**src/rtl/seq_gen_pkg.sv**
```systemverilog
// ============================================================================
// Module : seq_gen_pkg
// Brief  : Mode encodings and default constants for the sequence generator.
// Rev    : 1.0
// ============================================================================
`default_nettype none

package seq_gen_pkg;

  typedef logic [1:0] mode_t;

  localparam mode_t MODE_ROT_L = 2'b00;
  localparam mode_t MODE_ROT_R = 2'b01;
  localparam mode_t MODE_LFSR  = 2'b10;
  localparam mode_t MODE_HOLD  = 2'b11;

  localparam logic [15:0] SEQ_INIT_DEFAULT    = 16'h0D95;
  localparam logic [15:0] TAPS_DEFAULT        = 16'hB400;
  localparam logic [4:0]  DET_PATTERN_DEFAULT = 5'b10110;

endpackage

`default_nettype wire

```
**src/rtl/seq_det_shift.sv**
```systemverilog
// ============================================================================
// Module : seq_det_shift
// Brief  : Serial pattern detector; history register plus registered match.
// Rev    : 1.0
// ============================================================================
`default_nettype none

module seq_det_shift import seq_gen_pkg::*; #(
  parameter int               DET_W       = 5,
  parameter logic [DET_W-1:0] DET_PATTERN = DET_W'(DET_PATTERN_DEFAULT)
) (
  input  logic clk,
  input  logic rst_n,
  input  logic clr,
  input  logic step,
  input  logic bit_in,
  output logic hit
);

  localparam int SC_W = (DET_W > 2) ? $clog2(DET_W) : 1;

  logic [DET_W-1:0] hist;
  logic [SC_W-1:0]  steps;
  logic             ready;
  logic [DET_W-1:0] window;

  // A full window needs DET_W bits; this step supplies the last one.
  assign ready  = (steps == SC_W'(DET_W - 1));
  assign window = {hist[DET_W-2:0], bit_in};

  always_ff @(posedge clk) begin
    if (!rst_n || clr) begin
      hist  <= '0;
      steps <= '0;
      hit   <= 1'b0;
    end else if (step) begin
      hist <= window;
      if (!ready) begin
        steps <= steps + SC_W'(1);
      end
      hit <= ready && (window == DET_PATTERN);
    end else begin
      hit <= 1'b0;
    end
  end

endmodule

`default_nettype wire

```
**src/rtl/seq_gen_param.sv**
```systemverilog
// ============================================================================
// Module : seq_gen_param
// Brief  : Parametrised rotating / LFSR sequence generator with period pulse.
//          Optional serial detector enabled by macro SEQ_GEN_DETECT_EN.
// Rev    : 1.0
// ============================================================================
`default_nettype none

module seq_gen_param import seq_gen_pkg::*; #(
  parameter int               WIDTH       = 16,
  parameter logic [WIDTH-1:0] SEQ_INIT    = WIDTH'(SEQ_INIT_DEFAULT),
  parameter logic [WIDTH-1:0] TAPS        = WIDTH'(TAPS_DEFAULT),
  parameter int               LED_W       = 5,
  parameter int               DET_W       = 5,
  parameter logic [DET_W-1:0] DET_PATTERN = DET_W'(DET_PATTERN_DEFAULT)
) (
  input  logic                     clk,
  input  logic                     rst_n,
  input  logic                     load,
  input  logic                     use_ext,
  input  logic [WIDTH-1:0]         load_val,
  input  logic                     en,
  input  logic [1:0]               mode,
  output logic [WIDTH-1:0]         seq,
  output logic                     ser_out,
  output logic [LED_W-1:0]         led,
  output logic [$clog2(WIDTH)-1:0] cnt,
  output logic                     wrap,
  output logic                     det_hit
);

  localparam int CNT_W = $clog2(WIDTH);

  logic [WIDTH-1:0] seq_next;
  logic             step;

  assign step    = en && (mode != MODE_HOLD);
  assign ser_out = (mode == MODE_ROT_R) ? seq[0] : seq[WIDTH-1];
  assign led     = seq[LED_W-1:0];

  always_comb begin
    seq_next = seq;
    case (mode)
      MODE_ROT_L: seq_next = {seq[WIDTH-2:0], seq[WIDTH-1]};
      MODE_ROT_R: seq_next = {seq[0], seq[WIDTH-1:1]};
      // All-zero state would lock the LFSR; escape to 1.
      MODE_LFSR:  seq_next = (seq == '0) ? WIDTH'(1)
                                         : {seq[WIDTH-2:0], ^(seq & TAPS)};
      default:    seq_next = seq;
    endcase
  end

  always_ff @(posedge clk) begin
    if (!rst_n) begin
      seq  <= SEQ_INIT;
      cnt  <= '0;
      wrap <= 1'b0;
    end else if (load) begin
      seq  <= use_ext ? load_val : SEQ_INIT;
      cnt  <= '0;
      wrap <= 1'b0;
    end else if (step) begin
      seq  <= seq_next;
      wrap <= (cnt == CNT_W'(WIDTH - 1));
      cnt  <= (cnt == CNT_W'(WIDTH - 1)) ? '0 : cnt + CNT_W'(1);
    end else begin
      wrap <= 1'b0;
    end
  end

`ifdef SEQ_GEN_DETECT_EN
  seq_det_shift #(
    .DET_W       (DET_W),
    .DET_PATTERN (DET_PATTERN)
  ) u_det (
    .clk    (clk),
    .rst_n  (rst_n),
    .clr    (load),
    .step   (step),
    .bit_in (ser_out),
    .hit    (det_hit)
  );
`else
  logic unused_det_cfg;
  assign unused_det_cfg = ^{DET_PATTERN, DET_W[0]};
  assign det_hit        = 1'b0;
`endif

endmodule

`default_nettype wire
```
**config.mk**
```make
export PLATFORM = sky130hd
export DESIGN_NAME = seq_gen_param
export DESIGN_NICKNAME = d
export VERILOG_FILES = /design/src/rtl/seq_gen_pkg.sv /design/src/rtl/seq_det_shift.sv /design/src/rtl/seq_gen_param.sv
export SDC_FILE = /design/constraint.sdc
export NUM_CORES = 1
export LEC_CHECK = 0
export BUFFER_PORTS_ARGS = -buffer_cell sky130_fd_sc_hd__buf_2
export CORE_ASPECT_RATIO = 0.5
export CORE_MARGIN = 1
export CORE_UTILIZATION = 43
export CTS_CLUSTER_DIAMETER = 200
export DETAILED_ROUTE_END_ITERATION = 12
export GPL_TIMING_DRIVEN = 0
export PLACE_DENSITY = 0.85
export SLEW_MARGIN = 0
export SYNTH_ARGS = -nofsm -noshare
export SYNTH_HDL_FRONTEND = slang
export SYNTH_SLANG_ARGS = --single-unit
```
**constraint.sdc**
```tcl
create_clock -name clk -period 1.6 [get_ports clk]
set_input_delay 0.32 -clock clk [delete_from_list [all_inputs] [get_ports clk]]
set_output_delay 0.32 -clock clk [all_outputs]
set_load 0.02 [all_outputs]
```
==> impl_results.md <==
* Synthesized instance count at approximately 160
* Seq pwr share at 45.1%
* VDD IR max at about 0.50 mV
* Violated checks: negative setup slack
* DR DRC count at 0
* Hold Path Class: primary input to register
* Maximum clock frequency at 621 MHz
* Sw Ratio at 34.1%
* Global Route Usage Sum at 24.9%
* Unrepaired setup endpoints after global routing: yes
* Register area share after synthesis at 33.3%
* Syn. warnings at 0
* Met2 global-route usage at 41.1%
* Synth unique cells at 33
* CTS tree: yes
* Antenna cells at 0
* I/O Pins at 51
* Register area at 428 µm²
* Post-route clock period utilization at 101%
* DR vias/cell at 5.91
* Htree depth at 1
* Startpoint Class: register
* Reg2Reg Setup Slack at -0.01 ns
* Filler Cell Count at 242
* R2R Path Start: seq[12]
* Post-DR wirelength/cell at 15.3 µm
* Setup TNS at -0.00951 ns
* Total chip power at 1.39 mW
* CP Capture Type: register
* GRT overflow at 0
* Final nets at 240
* Max_cap viols at 0
* Area of the multi-input gates at 769 µm²
* Dpl hpwl at 2.60 mm
* Synth area leaders: dfxtp_1 33%, o21ai_0 6.3%, ha_1 5.9%
* DR iter-0 viols at approximately 170
* Most common cell in the netlist: dfxtp_1
* Cell Pwr Density at 817 nW/µm²
* Detailed Routing Iterations Pass 1 at 5
* Clk Tree Root Cell: clkbuf_8
* Clock Power Share at between 20% and 30%
* Internal Power at about 920 µW
* Initial Util at 47.1%
* Register clock-pin slew on the reported worst setup and hold paths at 0.07 ns
* Row cnt at 13
* Vias in the first global route at around 1200
* WHS Path Cells at 3
* Switching power at 476 µW
* Top FF cell, synth: dfxtp_1
* Leak Pwr at between 0.7 and 0.8 nW
* CP arrival at 1.79 ns
* Mean Syn Cell Area at 8.15 µm²
* First-pass GRT wire length at 5.87 mm
* Clock Skews at ~0.0027 ns
* Global placement routability congestion at 0.892
* Clock tree buffer depth at 2
* Worst reg2reg endpoint: seq[0]
* Total CTS buffers at 3
* Post-synth top area cell: dfxtp_1
* Initial antenna violation count at 0
* Critical path class: register to register
* Die height at 40.3 µm
* CP required at 1.78 ns
* Final hold vios at 0
* Final instance area at between 1500 and 2000 µm²
* Routed Antenna Nets at 0
* Setup-failing EPs final at 1
* Synthesized area at 1260 µm²
* Outcome: finished with violations
* Top cells by count, synth: 21 x dfxtp_1, 17 x nand2_1, 16 x o21ai_0, 12 x inv_1
* Full die area at 3170 µm²
* Register bit total from synthesis at 21
* Area Overhead vs Synth at 35.0%
* Worst Hold Path EP: seq[12]
* Clock latency on the worst-skew pair at 0.26 ns
* Comb power frac at 29.9%
* Core area at about 2700 µm²
* GRT met3 Usage at 6.14%
* Placed cell areas at 1580 µm²
* Largest net degree at the start of global routing at 12
* Met1 Usage GRT at 32.5%
* Clk sinks at 21
* Worst Path Max Fanout at 5
* Final max-slew violation count at 0
* PortBufs at 49
* Die Span X at 78.7 µm
* Top Usage Layer GRT: met2
* Hold Startpoint: load_val[12]
* Setup slack at placement at -0.388 ns
* Share of the synthesized area in the top cell type at between 30% and 40%
* Synthesized Nets at 184
* Min Hold Slack at approximately 0.32 ns
* FF-to-FF path depth at 6
* Min cycle time layout at approximately 1.6 ns
* Final worst slack at -0.00951 ns
* Post-synthesis async set-or-reset flop share at 0%
* Vias at 1459
* Number of flops mapped to enable cells by yosys at 0
* Layout cells sized above 1 at between 30% and 40%
* Total wire length at 3.78 mm
## flip-flops by register name (all words and copies together), names as in the netlist
name and cells:
wrap 1, cnt 4, seq 16
## metal layers
| metal | wire length [µm] | up-vias |
|---|---|---|
| met5 | 0 | - |
| met4 | 95 | 0 |
| met3 | 328 | 18 |
| met2 | 1740 | 96 |
| met1 | 1620 | 667 |
| li1 | - | 678 |
## worst max-delay path: stages, from the launching register on
cell	delay, ns
dfxtp_4	0.37
inv_2	0.05
ha_1	0.13
or4b_4	0.50
nor4b_4	0.26
o311ai_1	0.12
o2111ai_1	0.11
## kinds of logic after synthesis
family          count (synthesis)  share of synthesized area (%)
simple gates                   41                           18.0
flops                          21                           33.3
other cells                     1                          0.297
xor+xnor                        2                           1.39
fa+ha+maj                       6                           5.94
mux                             1                          0.891
compound gates                 56                           30.1
buf+inv                        27                           10.1
## power groups by stage
stage | Combinational [mW] | Clock (mW) | Sequential, mW
floorplan | 0.207 | 0 | 0.669
global placement | 0.370 | 0 | 0.634
detailed placement | 0.380 | 0 | 0.636
CTS | 0.397 | 0.356 | 0.626
global route | 0.456 | 0.376 | 0.635
finish | 0.417 | 0.349 | 0.629
## final cells by class
type,count,share of cell area (%)
multi-input combinational,107,45.1
sequential,21,25.1
timing repair buffer,51,16.2
buffer,15,5.21
inverter,12,3.08
tap,37,2.71
clock buffer,4,2.64
## cells in the final DEF (no fill, tap or decap), types with 2 or more instances in the layout
master and count:
a31oi_1 9, nor2b_1 3, o221ai_1 7, nand3b_1 2, nor2_1 5, clkbuf_1 4, o21ai_0 16, nand2b_1 2
or4_4 2, clkbuf_8 3, nand2_1 17, xor2_1 2, and2_1 2, a22oi_1 9, a221oi_1 7, buf_2 50
or4b_4 2, buf_4 8, dfxtp_1 17, clkbuf_2 2, a21oi_1 5, inv_1 9, ha_1 5, dfxtp_2 3
## through the flow
step	instances	util (%)
2_1_floorplan	155	-
3_3_place_gp	241	58.7
3_5_place_dp	241	58.7
4_1_cts	247	62.2
5_1_grt	247	63.6
6_report	247	63.6
## worst max path at each step
stage	start	to	cells past startpoint
after floorplan	seq[12]	seq[13]	6
after global placement	mode[0]	seq[0]	7
after detailed placement	mode[0]	seq[0]	7
after CTS	seq[12]	seq[0]	6
after global routing	mode[1]	seq[13]	9
final	seq[12]	seq[0]	6
## what timing repair did
item                                    CTS  global route
buffers inserted                          2             0
endpoints found under the setup margin   11            12
pin swaps                                 6             1
resized for setup                        11            13
hold buffers                              0             0
No activity file was read; power rests on OpenSTA's default activity.
